==> config.mk <==
export PLATFORM = sky130hd
export DESIGN_NAME = spi_master_tx
export DESIGN_NICKNAME = d
export VERILOG_FILES = /design/src/rtl/spi_pkg.sv /design/src/rtl/spi_tick_gen.sv /design/src/rtl/spi_master_tx.sv
export SDC_FILE = /design/constraint.sdc
export NUM_CORES = 1
export LEC_CHECK = 0
export ABC_AREA = 1
export CORE_ASPECT_RATIO = 0.5
export CORE_UTILIZATION = 30
export DETAILED_ROUTE_END_ITERATION = 16
export GPL_ROUTABILITY_DRIVEN = 0
export GPL_TIMING_DRIVEN = 0
export PLACE_DENSITY_LB_ADDON = 0.25
export SKIP_LAST_GASP = 1
export SYNTH_ARGS = -nofsm -noshare
export SYNTH_HDL_FRONTEND = slang
export SYNTH_SLANG_ARGS = --single-unit
==> constraint.sdc <==
create_clock -name clk -period 4.15 [get_ports clk]
set_input_delay 0.6225 -clock clk [delete_from_list [all_inputs] [get_ports clk]]
set_output_delay 0.6225 -clock clk [all_outputs]
set_load 0.03 [all_outputs]
==> src/rtl/spi_pkg.sv <==
// Shared definitions for the mode-0 SPI master: FSM state encoding and idle pin levels.
package spi_pkg;

  typedef enum logic [2:0] {
    ST_IDLE  = 3'd0,
    ST_SETUP = 3'd1,
    ST_HIGH  = 3'd2,
    ST_LOW   = 3'd3,
    ST_NEXT  = 3'd4,
    ST_HOLD  = 3'd5,
    ST_GAP   = 3'd6
  } spi_state_t;

  // Mode 0: SCK idles low, data sampled on the rising edge.
  localparam logic SPI_CPOL      = 1'b0;
  localparam logic SPI_SSEL_IDLE = 1'b1;

endpackage

==> src/rtl/spi_tick_gen.sv <==
// SCK half-period divider: counts 0..CLK_DIV-1 while enabled, pulses tick on the last count.
module spi_tick_gen #(
  parameter int CLK_DIV = 4
) (
  input  logic i_clk,
  input  logic i_res_n,
  input  logic i_clr,
  input  logic i_en,
  output logic o_tick
);

  localparam int CW = (CLK_DIV > 1) ? $clog2(CLK_DIV) : 1;

  logic [CW-1:0] r_cnt;

  assign o_tick = i_en && (r_cnt == CW'(CLK_DIV - 1));

  always_ff @(posedge i_clk or negedge i_res_n) begin
    if (!i_res_n)   r_cnt <= '0;
    else if (i_clr) r_cnt <= '0;
    else if (i_en)  r_cnt <= o_tick ? '0 : r_cnt + 1'b1;
  end

endmodule

==> src/rtl/spi_master_tx.sv <==
// Mode-0 SPI master with streaming byte input, full-duplex MISO capture and
// frame control (SSEL held low across words until a word flagged last).
module spi_master_tx
  import spi_pkg::*;
#(
  parameter int CLK_DIV = 4,
  parameter int DATA_W  = 8
) (
  input  logic              clk,
  input  logic              res_n,
  input  logic [DATA_W-1:0] tx_data,
  input  logic              tx_valid,
  input  logic              tx_last,
  output logic              tx_ready,
  output logic [DATA_W-1:0] rx_data,
  output logic              rx_valid,
  output logic              busy,
  output logic              SCK,
  output logic              MOSI,
  input  logic              MISO,
  output logic              SSEL
);

  localparam int BW = (DATA_W > 1) ? $clog2(DATA_W) : 1;

  spi_state_t        r_state, w_state_nxt;
  logic [DATA_W-1:0] r_shreg, w_shreg_nxt;
  logic [DATA_W-1:0] r_rx_sh, w_rx_sh_nxt;
  logic [DATA_W-1:0] r_rx_data, w_rx_data_nxt;
  logic [BW-1:0]     r_bit_cnt, w_bit_cnt_nxt;
  logic              r_last, w_last_nxt;
  logic              r_sck, w_sck_nxt;
  logic              r_mosi, w_mosi_nxt;
  logic              r_ssel, w_ssel_nxt;
  logic              r_rx_valid, w_rx_valid_nxt;
  logic              w_accept, w_div_en, w_tick;

  assign tx_ready = (r_state == ST_IDLE) || (r_state == ST_NEXT);
  assign busy     = (r_state != ST_IDLE);
  assign w_accept = tx_valid && tx_ready;
  // Divider only runs in timed states; it restarts from zero on every accept.
  assign w_div_en = !tx_ready;

  spi_tick_gen #(.CLK_DIV(CLK_DIV)) u_tick (
    .i_clk   (clk),
    .i_res_n (res_n),
    .i_clr   (!w_div_en),
    .i_en    (w_div_en),
    .o_tick  (w_tick)
  );

  always_comb begin
    w_state_nxt    = r_state;
    w_shreg_nxt    = r_shreg;
    w_rx_sh_nxt    = r_rx_sh;
    w_rx_data_nxt  = r_rx_data;
    w_bit_cnt_nxt  = r_bit_cnt;
    w_last_nxt     = r_last;
    w_sck_nxt      = r_sck;
    w_mosi_nxt     = r_mosi;
    w_ssel_nxt     = r_ssel;
    w_rx_valid_nxt = 1'b0;
    case (r_state)
      ST_IDLE, ST_NEXT: if (w_accept) begin
        w_shreg_nxt   = tx_data;
        w_last_nxt    = tx_last;
        w_ssel_nxt    = 1'b0;
        w_mosi_nxt    = tx_data[DATA_W-1];
        w_bit_cnt_nxt = '0;
        w_state_nxt   = (r_state == ST_IDLE) ? ST_SETUP : ST_LOW;
      end
      ST_SETUP, ST_LOW: if (w_tick) begin
        w_sck_nxt   = 1'b1;
        w_rx_sh_nxt = {r_rx_sh[DATA_W-2:0], MISO};
        w_state_nxt = ST_HIGH;
      end
      ST_HIGH: if (w_tick) begin
        w_sck_nxt = 1'b0;
        if (r_bit_cnt == BW'(DATA_W - 1)) begin
          w_rx_data_nxt  = r_rx_sh;
          w_rx_valid_nxt = 1'b1;
          w_state_nxt    = r_last ? ST_HOLD : ST_NEXT;
        end else begin
          w_shreg_nxt   = r_shreg << 1;
          w_mosi_nxt    = r_shreg[DATA_W-2];
          w_bit_cnt_nxt = r_bit_cnt + 1'b1;
          w_state_nxt   = ST_LOW;
        end
      end
      ST_HOLD: if (w_tick) begin
        w_ssel_nxt  = SPI_SSEL_IDLE;
        w_mosi_nxt  = 1'b0;
        w_state_nxt = ST_GAP;
      end
      ST_GAP: if (w_tick) w_state_nxt = ST_IDLE;
      default: w_state_nxt = ST_IDLE;
    endcase
  end

  always_ff @(posedge clk or negedge res_n) begin
    if (!res_n) begin
      r_state    <= ST_IDLE;
      r_shreg    <= '0;
      r_rx_sh    <= '0;
      r_rx_data  <= '0;
      r_bit_cnt  <= '0;
      r_last     <= 1'b0;
      r_sck      <= SPI_CPOL;
      r_mosi     <= 1'b0;
      r_ssel     <= SPI_SSEL_IDLE;
      r_rx_valid <= 1'b0;
    end else begin
      r_state    <= w_state_nxt;
      r_shreg    <= w_shreg_nxt;
      r_rx_sh    <= w_rx_sh_nxt;
      r_rx_data  <= w_rx_data_nxt;
      r_bit_cnt  <= w_bit_cnt_nxt;
      r_last     <= w_last_nxt;
      r_sck      <= w_sck_nxt;
      r_mosi     <= w_mosi_nxt;
      r_ssel     <= w_ssel_nxt;
      r_rx_valid <= w_rx_valid_nxt;
    end
  end

  assign SCK      = r_sck;
  assign MOSI     = r_mosi;
  assign SSEL     = r_ssel;
  assign rx_data  = r_rx_data;
  assign rx_valid = r_rx_valid;

endmodule

==> metrics list, run 1 <==
* Placed standard-cell area: ~2100 um^2
- The critical path contains buffers and inverters numbering 2 combined.
* Category of the worst setup path launch point: flip-flop
- Counting every sink on the clock net gives 36.
* DRC Markers: 0
- Input and output buffers added on the ports amount to 26.
- Before antenna repair, the detailed router went through 4 iterations.
* Worst vdd ir: 0.000203 V
* Critical Path Max Stage Delay: about 0.70 ns
- Starting density of the core: 0.317
- Final Net Count: 242
- The die covers 6200 um^2.
* Number of flip-flops and latches in the synthesized netlist: 36
- H-tree depth: 2
* Hold violation total from the final report: 0
* Worst-case reg-to-reg path depth: 7
- Cell-by-cell listing of the critical path: buf_6 > nor2_8 > clkdlybuf4s50_1
* Antenna violations before repair: 0
- Number of gates given a new drive strength after cts: 0
* Placement Rows: 19
- GRT Overall Usage: 0.122
- Clock skew after layout: approximately 0.0034 ns
* Average wire per cell in the routed design: about 11 um
- Setup violations remaining at the end of the flow were counted as 0.
- The worst register-to-register path ends at r_shreg[2].
- Summed over all layers, the routed wires come to 3350 um.
- The global routing stage identified its most utilized layer as met2.
* Post-synthesis area per instance: 9.13 um^2
* Fill cell instance count of the final layout: 571
- Slowest-stage cell, CP: sky130_fd_sc_hd__clkdlybuf4s50_1
* Run status: finished, final reports clean
- For this run, global-route usage on met2 was measured as 0.191.
- 27 I/O pins were placed.
* Setup tns final: 0 ns
- Summed over all instances, the cell type with the most area after synthesis is sky130_fd_sc_hd__dfrtp_1.
* Post-synthesis instance total: 193
* Maximum number of pins on one net before global-route repair: 37
- Final number of max-transition violations: 0
- Root cell of the clock tree: sky130_fd_sc_hd__clkbuf_16
- R2r startpoint: r_bit_cnt[0]
* Half-perimeter wire length after placement: 2370 um
- Inserted Clock Buffers: 5
- The number of different library cells used by synthesis comes to 22.
- Power per unit of standard cell area: 724 nW/um^2
- STA puts the critical path data arrival time at 1.67 ns.
- Hold Path Class: input port to async pin
- STA puts the critical path data required time at 3.53 ns.
* Number of global-route vias before repair: between 1000 and 1500
- Non-Filler Cell Area, Final: ~2300 um^2
* Area growth from synthesis to final layout: 27.8%
- DRC marker count from the first detailed-route iteration: 45
- Setup slack of the most critical reg-to-reg path: 2.48 ns
* TritonCTS clock tree: built
* Top FF cell, synth: sky130_fd_sc_hd__dfrtp_1
- 0 antenna diodes ended up in the layout.
- Timing analysis after detailed placement gives a worst setup slack of approximately 2.1 ns.
- No sink is reached through more buffers than the 2 on the longest clock path.
- Clock network latency to the later pin of the worst-skew pair: 0.27 ns
* Synthesis warning total: 0
* Main area contributors after synthesis: sky130_fd_sc_hd__dfrtp_1 50%, sky130_fd_sc_hd__nand2_1 16%, sky130_fd_sc_hd__o21ai_0 4.0%, sky130_fd_sc_hd__mux2_2 3.8%, sky130_fd_sc_hd__nand3_1 3.7%
- In this run the static leakage power is 0.00115 uW.
- Die H: 56.2 um
- The mapped netlist covers 1760 um^2.
- The clock period could shrink to 2.30 ns.
- Summed over all layers, the global routing overflow is 0.
- Setup repair after global routing left no endpoint under its margin.
- In the synthesized netlist, the cells that appear most often are 76 x sky130_fd_sc_hd__nand2_1, 35 x sky130_fd_sc_hd__dfrtp_1, 14 x sky130_fd_sc_hd__o21ai_0.
- Maximum fanout along the worst path: 9
- Proportion of netlist area held by the largest area contributor: 0.497
- Final clock period utilization by the worst path: 0.553
* Actual transition at the worst max-transition pin: between 0.8 and 0.9 ns
- For met3 alone, demand over resource in global routing was 0.0398.
* Highest clock rate: 436 MHz
- Max-cap violations in this run came to 0.
- Core Footprint: 5560 um^2
* Top delay family on crit path: buffers and inverters
- Most common cell in the netlist: sky130_fd_sc_hd__nand2_1
- Of the synthesized area, sequential elements account for 0.512.
- Post-synth net total: 209
* Final setup slack of the worst path: 1.85 ns
- Hold repair after CTS inserted 0 buffers.
* Post-CTS clock slew at the launch and capture registers of the worst setup and hold paths: 0.06 ns
* First-pass GRT wire length: between 5000 and 6000 um
- Kind of capture point of the worst setup path: output pin
- Width of the die: around 110 um
- The number of setup buffers added after CTS is 0.
- The count of nets left with antenna violations once routing finished came out at 0.
- The worst setup path is of the flip-flop to output pin kind.
- For met1 alone, demand over resource in global routing was 0.165.
* Fraction of registers with async set or reset after synthesis: 1.00
- Count of flip-flops with a built-in enable after synthesis: 0
- Fraction of layout instances using a drive strength above 1: 0.172
- In the routed layout, each cell is associated on average with a via count of between 4 and 5.
- Measured against its own limit, the worst slew margin works out to 0.466.
* Total via count after detailed routing: about 1300
[flip-flops by register name (all words and copies together), names as in the netlist]
name / count
r_shreg: 7
MOSI: 1
r_rx_sh: 8
SCK: 1
rx_data: 8
u_tick.r_cnt: 2
SSEL: 1
r_last: 1
rx_valid: 1
r_state: 3
r_bit_cnt: 3
[power by group]
part	internal, uW	total (uW)	switching [uW]
registers	468	524	55.9
clock network	221	361	140
logic	282	745	463
[layout make-up]
class | count | area, um^2 | area share
well taps | 73 | 91.3 | 0.0406
repair buffers | 26 | 255 | 0.113
plain buffers | 5 | 50.0 | 0.0222
inverters | 11 | 43.8 | 0.0194
flip-flops and latches | 36 | 902 | 0.401
multi-input cells | 141 | 766 | 0.340
clock inverters | 3 | 18.8 | 0.00833
clock buffers | 5 | 125 | 0.0556
[worst max-delay path by stage]
stage / from / end / slack, ns / depth (start not counted)
2_1_floorplan: r_state[1] / busy / 2.56 / 3
3_3_place_gp: res_n / r_rx_sh[0] / 1.60 / 1
3_5_place_dp: r_state[1] / tx_ready / 2.14 / 3
4_1_cts: r_state[1] / tx_ready / 1.84 / 3
5_1_grt: r_state[1] / tx_ready / 1.81 / 3
6_report: r_state[1] / tx_ready / 1.85 / 3
[placed cells by master (no fill, tap or decap), drive strengths merged, types with 3 or more instances in the layout]
cell type | Yosys | layout
a21oi | 5 | 5
ha | 3 | 3
nand3 | 13 | 13
nand2 | 81 | 81
nor2 | 12 | 12
o21ai | 19 | 19
inv | 11 | 11
mux2 | 6 | 6
dfrtp | 35 | 35
clkdlybuf4s50 | 0 | 25
clkbuf | 0 | 5
clkinv | 0 | 3
buf | 5 | 6
[metrics by stage]
step / total power [uW] / util / instances / hold slack (ns)
final: 1630 / 0.405 / 300 / 0.431
after global routing: 1760 / 0.405 / 300 / 0.467
after global placement: 1270 / 0.380 / 292 / 0.425
after CTS: 1650 / 0.405 / 300 / 0.454
after detailed placement: 1280 / 0.379 / 292 / 0.432
after floorplan: 1110 / - / 193 / 0.327
[metal layers]
layer  routed length, um  part of all wire
met1                1680              0.50
met5                   0                 0
met2                1510              0.45
met3                 145             0.043
met4                  10            0.0030
[cells by family (layout without fill, tap and decap cells)]
| group | count (synthesis) | count (layout) | synth area share |
|---|---|---|---|
| simple gates | 108 | 108 | 0.292 |
| flops | 36 | 36 | 0.512 |
| compound gates | 24 | 24 | 0.0831 |
| buf+inv | 16 | 50 | 0.0533 |
| mux | 6 | 6 | 0.0383 |
| fa+ha+maj | 3 | 3 | 0.0213 |
Power figures use the tool's default switching activity.
==> run 2: changes to the inputs <==
==> constraint.sdc (replaced) <==
create_clock -name clk -period 1.9 [get_ports clk]
set_input_delay 0.285 -clock clk [delete_from_list [all_inputs] [get_ports clk]]
set_output_delay 0.285 -clock clk [all_outputs]
set_load 0.03 [all_outputs]
==> run 2 against run 1 <==
- sequential cell count did not move
- first-iteration DRC count did not move
- register-to-register slack got worse by 2.3 ns
- clock skew did not move
- worst hold slack got worse by 0.34 ns
- global-route usage barely moved
- non-clock buffer count did not move
- count of clock-buffer cells in the layout did not move
- die area did not move
- critical endpoint is now SSEL
- largest cell class unchanged
- largest power group unchanged
- highest routed layer unchanged
==> metrics list, run 2 (synthesis results as in run 1) <==
- Among cell families on the critical path, the largest total delay comes from buffers and inverters.
* Most common cell after layout, fill and taps aside: sky130_fd_sc_hd__nand2_1
- Maximum fanout along the worst path: 2
* Number of inserted diodes: 0
- Number of detailed-routing iterations run before antenna repair: 4
- Fraction of layout instances using a drive strength above 1: 0.172
- Number of gates given a new drive strength after cts: 2
* Kind of critical path: flip-flop to output pin
- Static timing analysis puts the maximum clock frequency at 571 MHz.
- TritonCTS clock tree: built
- Relative to the synthesized area, the layout overhead comes to 27.7%.
- Run status: finished, final reports clean
- Total via count after detailed routing: about 1300
- Setup violations remaining at the end of the flow were counted as 0.
- For this run the aggregate overflow at the end of global routing stands at 0.
- Half-perimeter wire length after placement: roughly 2400 um
* Leading cell types in the layout, fill and taps excluded: 76 x sky130_fd_sc_hd__nand2_1, 35 x sky130_fd_sc_hd__dfrtp_1, 23 x sky130_fd_sc_hd__clkdlybuf4s50_1
- Counting both buffers and inverters, the worst setup path holds a total of 1.
- H-tree depth: 2
* Non-Filler Cell Area, Final: 2250 um^2
- The floorplan step defined a core boundary enclosing between 5000 and 6000 um^2.
- Actual transition at the worst max-transition pin: 0.802 ns
- Clock skew after layout: 0.00336 ns
- 27 I/O pins were placed.
- Critical Path Max Stage Delay: 0.66 ns
* Number of clock sinks seen by CTS: 36
- Summed over all layers, the routed wires come to 3350 um.
- Antenna violations before repair: 0
- The clock passes through at most 2 buffers.
- Summing all placed instances gives a cell area of 2110 um^2.
- Number of buffers inserted to repair setup after CTS: 0
- The slowest stage of the critical path is the sky130_fd_sc_hd__clkdlybuf4s50_1 cell.
- Count of antenna-violating nets left after detailed routing: 0
* Cell-by-cell listing of the critical path: clkdlybuf4s50_1
- Worst vdd ir: 0.000444 V
* CP arrival: 1.47 ns
* Maximum number of pins on one net before global-route repair: 37
- After the first detailed-routing iteration, the DRC count stood at 45.
- In this run, post-CTS hold repair placed 0 buffers.
- First-pass GRT wire length: about 5800 um
* Clk pwr share: 0.223
* Relative max-transition margin: 0.466
* Count of input and output buffers: 26
- The worst setup path is launched from a flip-flop.
- Switch Pwr: 1440 uW
- Inserted Clock Buffers: 5
* Kind of capture point of the worst setup path: output pin
- Total Die Area: 6200 um^2
- Sequential cell area in the final layout: 902 um^2
- Dividing the final minimum period by the clock period gives 0.922.
* Reg power frac: 0.323
* Per-cell via count in the routed design: 4.45
- Unrepaired setup endpoints after global routing: no
- Share of total power in combinational logic: 0.454
* Width of the die: 110 um
- Number of global-route vias before repair: 1307
* Die H: 56.2 um
* Power per unit of standard cell area: 1580 nW/um^2
* Footprint of the multi-input gates: 766 um^2
- STA puts the critical path data required time at between 1.5 and 2 ns.
* Placement Rows: 19
* Hold violation total from the final report: 0
- Hold Path Class: input port to async pin
* GRT Overall Usage: 0.122
* Final Net Count: ~240
* Post-CTS clock slew at the launch and capture registers of the worst setup and hold paths: 0.06 ns
- Design internal power: 2100 uW
- Of the total power, the share spent switching nets is 0.406.
- Dividing the detail-routed wire length by the instance count gives 11.2 um.
* Fill cell instance count of the final layout: roughly 570
- After the flow finishes, the layout carries non-filler instances totaling 300.
* Final number of max-transition violations: 0
* Post-layout min period: 1.75 ns
- Starting density of the core: 0.317
* Clock network latency to the later pin of the worst-skew pair: 0.27 ns
* Cells after DPL: 292
- Root cell of the clock tree: sky130_fd_sc_hd__clkbuf_16
- P_leak: approximately 0.0012 uW
- Across the run, the number of max-cap violations was 0.
- DRC Markers: 0
-- run 2: worst paths after layout --
check                           startpoint               to  slack [ns]  cells after the start
min in group clk           u_tick.r_cnt[0]  u_tick.r_cnt[0]        0.45                      1
hold reg to reg            u_tick.r_cnt[0]  u_tick.r_cnt[0]        0.45                      1
hold / removal                       res_n       r_shreg[0]        0.09                      1
max in group asynchronous            res_n  u_tick.r_cnt[0]        1.29                      1
setup / recovery                      SSEL             SSEL        0.15                      1
setup reg to reg              r_bit_cnt[0]       r_shreg[2]        0.23                      7
-- run 2: layout make-up --
type,count,area share
well taps,73,0.0406
plain buffers,5,0.0222
clock buffers,5,0.0556
multi-input cells,141,0.340
inverters,11,0.0195
repair buffers,26,0.112
flip-flops and latches,36,0.401
clock inverters,3,0.00834
-- run 2: through the flow --
stage | utilization | power [uW] | worst slack, ns | hold slack, ns | TNS (ns)
CTS | 0.404 | 3600 | 0.139 | 0.134 | 0
detailed placement | 0.379 | 2800 | 0.228 | 0.424 | 0
floorplan | - | 2420 | 0.407 | -0.0106 | 0
finish | 0.404 | 3540 | 0.147 | 0.0934 | 0
global route | 0.404 | 3820 | 0.132 | 0.168 | 0
global placement | 0.380 | 2770 | -0.309 | 0.425 | -10.72
-- run 2: routing by layer --
| layer | GRT usage | part of all wire |
|---|---|---|
| met1 | 0.165 | 0.50 |
| met2 | 0.192 | 0.45 |
| met3 | 0.0398 | 0.043 |
| met4 | 0.0263 | 0.0030 |
| met5 | 0 | 0 |
-- run 2: power groups by stage --
stage	logic, uW	clock network, uW	registers (uW)
global route	1800	848	1170
floorplan	1230	0	1180
global placement	1620	0	1150
detailed placement	1640	0	1160
CTS	1630	814	1150
finish	1610	789	1140
